`src/rtl/mem_bus_interface_if.sv`:
```
// Bus bundle between the CPU microcode/register file and the memory bus controller.
interface mem_bus_interface_if #(
    parameter int ADDR_W = 16,
    parameter int DATA_W = 8
);
    logic              i_Address_Out;
    logic              i_Bus_Out;
    logic              i_Bus_In;
    logic [ADDR_W-1:0] i_Address;
    logic [DATA_W-1:0] i_Data;
    logic [DATA_W-1:0] o_Data;
    logic              o_Data_Valid;
    logic [ADDR_W-1:0] o_Mem_Addr;
    logic [DATA_W-1:0] o_Mem_WData;
    logic              o_Mem_Rd;
    logic              o_Mem_Wr;
    logic [DATA_W-1:0] i_Mem_RData;
    logic              i_Mem_Ready;
    logic              o_Stall;
    logic              o_Bus_Error;

    modport master (
        input  i_Address_Out, i_Bus_Out, i_Bus_In, i_Address, i_Data,
        input  i_Mem_RData, i_Mem_Ready,
        output o_Data, o_Data_Valid, o_Mem_Addr, o_Mem_WData,
        output o_Mem_Rd, o_Mem_Wr, o_Stall, o_Bus_Error
    );

    modport slave (
        output i_Address_Out, i_Bus_Out, i_Bus_In, i_Address, i_Data,
        output i_Mem_RData, i_Mem_Ready,
        input  o_Data, o_Data_Valid, o_Mem_Addr, o_Mem_WData,
        input  o_Mem_Rd, o_Mem_Wr, o_Stall, o_Bus_Error
    );
endinterface

```
`src/rtl/mem_bus_interface.sv`:
```
// Memory bus controller: latches an address, issues one read or write strobe,
// waits for memory ready with a bounded timeout, and stalls the CPU meanwhile.
module mem_bus_interface #(
    parameter int ADDR_W   = 16,
    parameter int DATA_W   = 8,
    parameter int WAIT_MAX = 15
) (
    input  logic                 i_Clk,
    input  logic                 i_Reset,
    mem_bus_interface_if.master  bus
);
    typedef enum logic [1:0] {
        IDLE   = 2'd0,
        ADDR   = 2'd1,
        ACCESS = 2'd2
    } state_t;

    localparam logic [7:0] WAIT_LAST = 8'(WAIT_MAX - 1);

    state_t            state_q, state_d;
    logic [ADDR_W-1:0] addr_q, addr_d;
    logic [DATA_W-1:0] wdata_q, wdata_d;
    logic [DATA_W-1:0] data_q, data_d;
    logic              rd_q, rd_d;
    logic              wr_q, wr_d;
    logic              dvld_q, dvld_d;
    logic              err_q, err_d;
    logic [7:0]        wcnt_q, wcnt_d;

    always_ff @(posedge i_Clk) begin
        if (i_Reset) begin
            state_q <= IDLE;
            addr_q  <= '0;
            wdata_q <= '0;
            data_q  <= '0;
            rd_q    <= 1'b0;
            wr_q    <= 1'b0;
            dvld_q  <= 1'b0;
            err_q   <= 1'b0;
            wcnt_q  <= '0;
        end else begin
            state_q <= state_d;
            addr_q  <= addr_d;
            wdata_q <= wdata_d;
            data_q  <= data_d;
            rd_q    <= rd_d;
            wr_q    <= wr_d;
            dvld_q  <= dvld_d;
            err_q   <= err_d;
            wcnt_q  <= wcnt_d;
        end
    end

    always_comb begin
        state_d = state_q;
        addr_d  = addr_q;
        wdata_d = wdata_q;
        data_d  = data_q;
        rd_d    = rd_q;
        wr_d    = wr_q;
        dvld_d  = 1'b0;
        err_d   = 1'b0;
        wcnt_d  = wcnt_q;
        case (state_q)
            IDLE: begin
                if (bus.i_Address_Out) begin
                    addr_d  = bus.i_Address;
                    state_d = ADDR;
                end
            end
            ADDR: begin
                // Bus strobes win over a simultaneous address re-latch.
                if (bus.i_Bus_In && bus.i_Bus_Out) begin
                    err_d   = 1'b1;
                    state_d = IDLE;
                end else if (bus.i_Bus_Out) begin
                    wdata_d = bus.i_Data;
                    wr_d    = 1'b1;
                    wcnt_d  = '0;
                    state_d = ACCESS;
                end else if (bus.i_Bus_In) begin
                    rd_d    = 1'b1;
                    wcnt_d  = '0;
                    state_d = ACCESS;
                end else if (bus.i_Address_Out) begin
                    addr_d  = bus.i_Address;
                end
            end
            ACCESS: begin
                if (bus.i_Mem_Ready) begin
                    if (rd_q) begin
                        data_d = bus.i_Mem_RData;
                        dvld_d = 1'b1;
                    end
                    rd_d    = 1'b0;
                    wr_d    = 1'b0;
                    state_d = IDLE;
                end else if (wcnt_q == WAIT_LAST) begin
                    rd_d    = 1'b0;
                    wr_d    = 1'b0;
                    err_d   = 1'b1;
                    state_d = IDLE;
                end else begin
                    wcnt_d  = wcnt_q + 8'd1;
                end
            end
            default: state_d = IDLE;
        endcase
    end

    assign bus.o_Data       = data_q;
    assign bus.o_Data_Valid = dvld_q;
    assign bus.o_Mem_Addr   = addr_q;
    assign bus.o_Mem_WData  = wdata_q;
    assign bus.o_Mem_Rd     = rd_q;
    assign bus.o_Mem_Wr     = wr_q;
    assign bus.o_Bus_Error  = err_q;
    assign bus.o_Stall      = (state_q == ACCESS) && !bus.i_Mem_Ready;
endmodule

```
`src/flat_wrapper.sv`:
```
// flat-port wrapper written by rule: the top's interface ports become plain ports
module mem_bus_interface_flat 
#(
    parameter int ADDR_W   = 16,
    parameter int DATA_W   = 8,
    parameter int WAIT_MAX = 15
)
  (i_Clk, i_Reset, bus_i_Address_Out, bus_i_Bus_Out, bus_i_Bus_In, bus_i_Address, bus_i_Data, bus_i_Mem_RData, bus_i_Mem_Ready, bus_o_Data, bus_o_Data_Valid, bus_o_Mem_Addr, bus_o_Mem_WData, bus_o_Mem_Rd, bus_o_Mem_Wr, bus_o_Stall, bus_o_Bus_Error);
  mem_bus_interface_if #(.ADDR_W(ADDR_W), .DATA_W(DATA_W)) bus_i ();
  input  logic i_Clk;
  input  logic i_Reset;
  input wire logic [$bits(bus_i.i_Address_Out)-1:0] bus_i_Address_Out;
  input wire logic [$bits(bus_i.i_Bus_Out)-1:0] bus_i_Bus_Out;
  input wire logic [$bits(bus_i.i_Bus_In)-1:0] bus_i_Bus_In;
  input wire logic [$bits(bus_i.i_Address)-1:0] bus_i_Address;
  input wire logic [$bits(bus_i.i_Data)-1:0] bus_i_Data;
  input wire logic [$bits(bus_i.i_Mem_RData)-1:0] bus_i_Mem_RData;
  input wire logic [$bits(bus_i.i_Mem_Ready)-1:0] bus_i_Mem_Ready;
  output wire logic [$bits(bus_i.o_Data)-1:0] bus_o_Data;
  output wire logic [$bits(bus_i.o_Data_Valid)-1:0] bus_o_Data_Valid;
  output wire logic [$bits(bus_i.o_Mem_Addr)-1:0] bus_o_Mem_Addr;
  output wire logic [$bits(bus_i.o_Mem_WData)-1:0] bus_o_Mem_WData;
  output wire logic [$bits(bus_i.o_Mem_Rd)-1:0] bus_o_Mem_Rd;
  output wire logic [$bits(bus_i.o_Mem_Wr)-1:0] bus_o_Mem_Wr;
  output wire logic [$bits(bus_i.o_Stall)-1:0] bus_o_Stall;
  output wire logic [$bits(bus_i.o_Bus_Error)-1:0] bus_o_Bus_Error;
  assign bus_i.i_Address_Out = bus_i_Address_Out;
  assign bus_i.i_Bus_Out = bus_i_Bus_Out;
  assign bus_i.i_Bus_In = bus_i_Bus_In;
  assign bus_i.i_Address = bus_i_Address;
  assign bus_i.i_Data = bus_i_Data;
  assign bus_i.i_Mem_RData = bus_i_Mem_RData;
  assign bus_i.i_Mem_Ready = bus_i_Mem_Ready;
  assign bus_o_Data = bus_i.o_Data;
  assign bus_o_Data_Valid = bus_i.o_Data_Valid;
  assign bus_o_Mem_Addr = bus_i.o_Mem_Addr;
  assign bus_o_Mem_WData = bus_i.o_Mem_WData;
  assign bus_o_Mem_Rd = bus_i.o_Mem_Rd;
  assign bus_o_Mem_Wr = bus_i.o_Mem_Wr;
  assign bus_o_Stall = bus_i.o_Stall;
  assign bus_o_Bus_Error = bus_i.o_Bus_Error;
  mem_bus_interface #(.ADDR_W(ADDR_W), .DATA_W(DATA_W), .WAIT_MAX(WAIT_MAX)) u_core (.i_Clk(i_Clk), .i_Reset(i_Reset), .bus(bus_i));
endmodule
```
`config.mk`:
```
export PLATFORM = sky130hd
export DESIGN_NAME = mem_bus_interface_flat
export DESIGN_NICKNAME = d
export VERILOG_FILES = /design/src/rtl/mem_bus_interface_if.sv /design/src/rtl/mem_bus_interface.sv /design/src/flat_wrapper.sv
export SDC_FILE = /design/constraint.sdc
export NUM_CORES = 1
export LEC_CHECK = 0
export ABC_AREA = 1
export CAP_MARGIN = 20
export CORE_MARGIN = 2
export CORE_UTILIZATION = 48
export CTS_BUF_LIST = sky130_fd_sc_hd__clkbuf_8 sky130_fd_sc_hd__clkbuf_16
export DETAILED_ROUTE_END_ITERATION = 10
export GPL_TIMING_DRIVEN = 0
export PLACE_DENSITY_LB_ADDON = 0.1
export SETUP_SLACK_MARGIN = 0.05
export SKIP_LAST_GASP = 1
export SYNTH_ARGS = -nofsm -noshare
export SYNTH_HDL_FRONTEND = slang
export SYNTH_SLANG_ARGS = --single-unit
```
`constraint.sdc`:
```
create_clock -name i_Clk -period 3.3 [get_ports i_Clk]
set_input_delay 0.495 -clock i_Clk [delete_from_list [all_inputs] [get_ports i_Clk]]
set_output_delay 0.495 -clock i_Clk [all_outputs]
set_load 0.1 [all_outputs]
```
==> results of run 1 <==
## worst register-to-register path, delay by kind of cell, from the launching register on
kind / cells / cell delay, ns
fa+ha+maj: 1 / 0.17
simple gates: 4 / 0.62
buf+inv: 3 / 0.48
flops: 1 / 0.33
## logic make-up (layout without fill, tap and decap cells)
kind of cell	after synthesis	count (layout)
flops	46	46
xor+xnor	1	1
compound gates	60	60
buf+inv	36	116
fa+ha+maj	6	6
simple gates	127	127
## cells in the final DEF (no fill, tap or decap), drive strengths merged
cell and instances:
nor3 1, nand2 54, buf 6, clkdlybuf4s50 72, xor2 1, a21oi 35, o21a 1, clkbuf 11
clkinvlp 2, bufinv 1, ha 6, nand3 31, a21boi 1, nor2 39, inv 24, dfxtp 46
nor3b 2, o21ai 23
## routing by layer
| layer | part of all wire (%) | global-route usage, % |
|---|---|---|
| met2 | 45 | 32.5 |
| met3 | 9.1 | 7.99 |
| met1 | 45 | 24.8 |
| met5 | 0 | 0 |
| met4 | 1.2 | 5.77 |
## registers in the layout, summed over array words and instances, names as in the netlist
register                 flops
u_core.bus.o_Mem_Addr       16
u_core.bus.o_Data            8
u_core.bus.o_Mem_WData       8
u_core.wcnt_q                8
u_core.state_q               2
u_core.bus.o_Bus_Error       1
u_core.bus.o_Data_Valid      1
u_core.bus.o_Mem_Rd          1
u_core.bus.o_Mem_Wr          1
## area by class of cell
| class | instances | area (um^2) |
|---|---|---|
| Multi-Input combinational cell | 194 | 983 |
| Sequential cell | 46 | 921 |
| Inverter | 24 | 92.6 |
| Fill cell | 340 | 1120 |
| Tap cell | 50 | 62.6 |
| Clock buffer | 5 | 68.8 |
| Clock inverter | 3 | 45.0 |
| Buffer | 12 | 76.3 |
| Timing Repair Buffer | 72 | 721 |
## worst paths after layout
path                                                               end                              start  cells past startpoint
worst max register to register  u_core.bus.o_Mem_WData[0]$_SDFFE_PP0P_     u_core.state_q[1]$_SDFFE_PP0P_                      8
worst min-delay path                 u_core.bus.o_Data[4]$_SDFFE_PP0P_  u_core.bus.o_Data[4]$_SDFFE_PP0P_                      2
worst min register to register       u_core.bus.o_Data[4]$_SDFFE_PP0P_  u_core.bus.o_Data[4]$_SDFFE_PP0P_                      2
worst max-delay path                                       bus_o_Stall     u_core.state_q[0]$_SDFFE_PP0P_                      6
## power by group through the flow
stage | registers [mW] | clock network [mW] | logic [mW]
2_1_floorplan | 0.902 | 0 | 0.198
5_1_grt | 0.625 | 0.457 | 0.665
3_5_place_dp | 0.632 | 0 | 0.628
3_3_place_gp | 0.631 | 0 | 0.627
6_report | 0.619 | 0.419 | 0.627
4_1_cts | 0.619 | 0.428 | 0.632
## metrics by stage
stage	area [um^2]	hold slack, ns	total power [mW]	setup WS [ns]
finish	2970	0.453	1.67	0.273
global route	2970	0.470	1.75	0.125
CTS	2970	0.456	1.68	0.261
detailed placement	2860	0.437	1.26	0.476
global placement	2860	0.431	1.26	0.477
floorplan	2070	0.456	1.10	1.12
==> flow_summary.ini, run 1 <==
[clock_tree]
postCtsHoldBufs = 0
cts_resized = 0
cts.sinks = 46
cts_tree = yes
root_buffer = clkbuf_8
cts_buffer_depth = 2
cts_buffers = 5
cts-htree-levels = 2
clock_latency_ns = 0.30
post_cts_buffers = 0
clk_pin_slew_ns = 0.08

[drt]
vias = 2004
ant_nets = 0
via_per_inst = 4.94
wl_um = 4660
drtIter0Drc = 74
first_pass_iters = 4
drc = 0
wire_per_inst_um = 11.5

[power]
p_leak_nw = 1.09
p_int_mw = 1.00
pwr-share-comb_pct = 37.7
p_sw_mw = 0.663
p_seq_share_pct = 37.2
cellPowerDensity_nw_per_um2 = 561
clkPwrFrac_pct = 25.2
swShare_pct = 39.8
peakVddDrop_mv = 0.357

[logic_synthesis]
syn_inst = 276
ys_async_sr_fraction_pct = 0
synth_cell_type_count = 27
synth_xor_area_share_pct = 0.422
synth_top_family_by_area = simple AND/OR/NAND/NOR gates
synth_flop_cell = dfxtp_1
synth-warning-count = 0
synthMuxAreaShare_pct = 0
synth_enable_flop_cells = 0
synth_fp_nets = 320
synthAdderAreaFrac_pct = 3.62
yosysMostFrequentCell = nand2_1
ys_seq_area_share_pct = 44.4
ys_ff_latch = 46
synth_area_leader_cell = dfxtp_1
synth-compound-area-share_pct = 14.9
netlist_area_um2 = 2070
synth_top_area_share_pct = 44.4
synth-simple-area-share_pct = 28.5
post_synth.cell_area_avg_um2 = 7.51
synth_area_leaders = dfxtp_1 (44%), nand2_1 (8.7%), a21oi_1 (8.4%)
synth_common_cells = nand2_1 (48), dfxtp_1 (46), nor2_1 (36), a21oi_1 (35), nand3_1 (29)

[setup_path]
cp.required_ns = 2.80
critPathCaptureType = primary output
crit_buf_inv = 4
cp_data_arrival_time_ns = 2.53
cp_max_fo = 9
max_stage_delay_ns = 1.16
crit_chain = inv_1 -> ha_1 -> buf_4 -> inv_1 -> nor2_2 -> clkdlybuf4s50_1
cp_slowest_cell = clkdlybuf4s50_1
critPathTopFamily = buffers and inverters
path_class = flip-flop to primary output
r2r_slack_ns = 1.59
cpMostUsedCell = inv_1
crit_path_start_kind = flip-flop

[layout]
post-route-util_pct = 72.7
area_growth_pct = 43.3
fin_nets = 399
drive_above_1_share_pct = 8.15
fin_cells = 406
diodes = 0

[die]
die_w_um = 69.7
die_height_um = 69.7
fp.dieArea_um2 = 4860
start_util_pct = 50.7
core_um2 = 4090
core.rowCount = 23
io_pins = 75

[timing]
rsz0062_at_grt = false
drv_slew = 0
post-route-min-period_ns = 3.03
fin_crit_sh_pct = 91.7
slew_headroom_pct = 33.6
hold_viol = 0
tightest_slew_ns = 0.993
final-setup-viol-count = 0
fmax_mhz = 330
fin_skew_ns = 0.00499
setup_total_negative_slack_ns = 0

[place]
io_buffers = 72
dp_cells = 398
globalplace.congestion = 0.826
hpwl_um = 3460

[global_routing]
gr-usage-all-layers_pct = 20.1
first_global_vias = 1833
antenna_found_initial = 0
globalRouteOverflowTotal = 0
grt_max_degree = 16
grt_pass1_wl_um = 8020

[flow_run]
cap_violations = 0

[worst_hold_path]
hold_path.class = flip-flop to flip-flop

[status]
status = complete, no violations
Power figures use the tool's default switching activity.
==> inputs of run 2 (changes only) <==
--- a/config.mk
+++ b/config.mk
@@ -6,7 +6,6 @@
 export NUM_CORES = 1
 export LEC_CHECK = 0
 export ABC_AREA = 1
-export CAP_MARGIN = 20
 export CORE_MARGIN = 2
 export CORE_UTILIZATION = 48
 export CTS_BUF_LIST = sky130_fd_sc_hd__clkbuf_8 sky130_fd_sc_hd__clkbuf_16
==> results of run 2 <==
The final DEF is identical to that of run 1; final timing and power are the same.
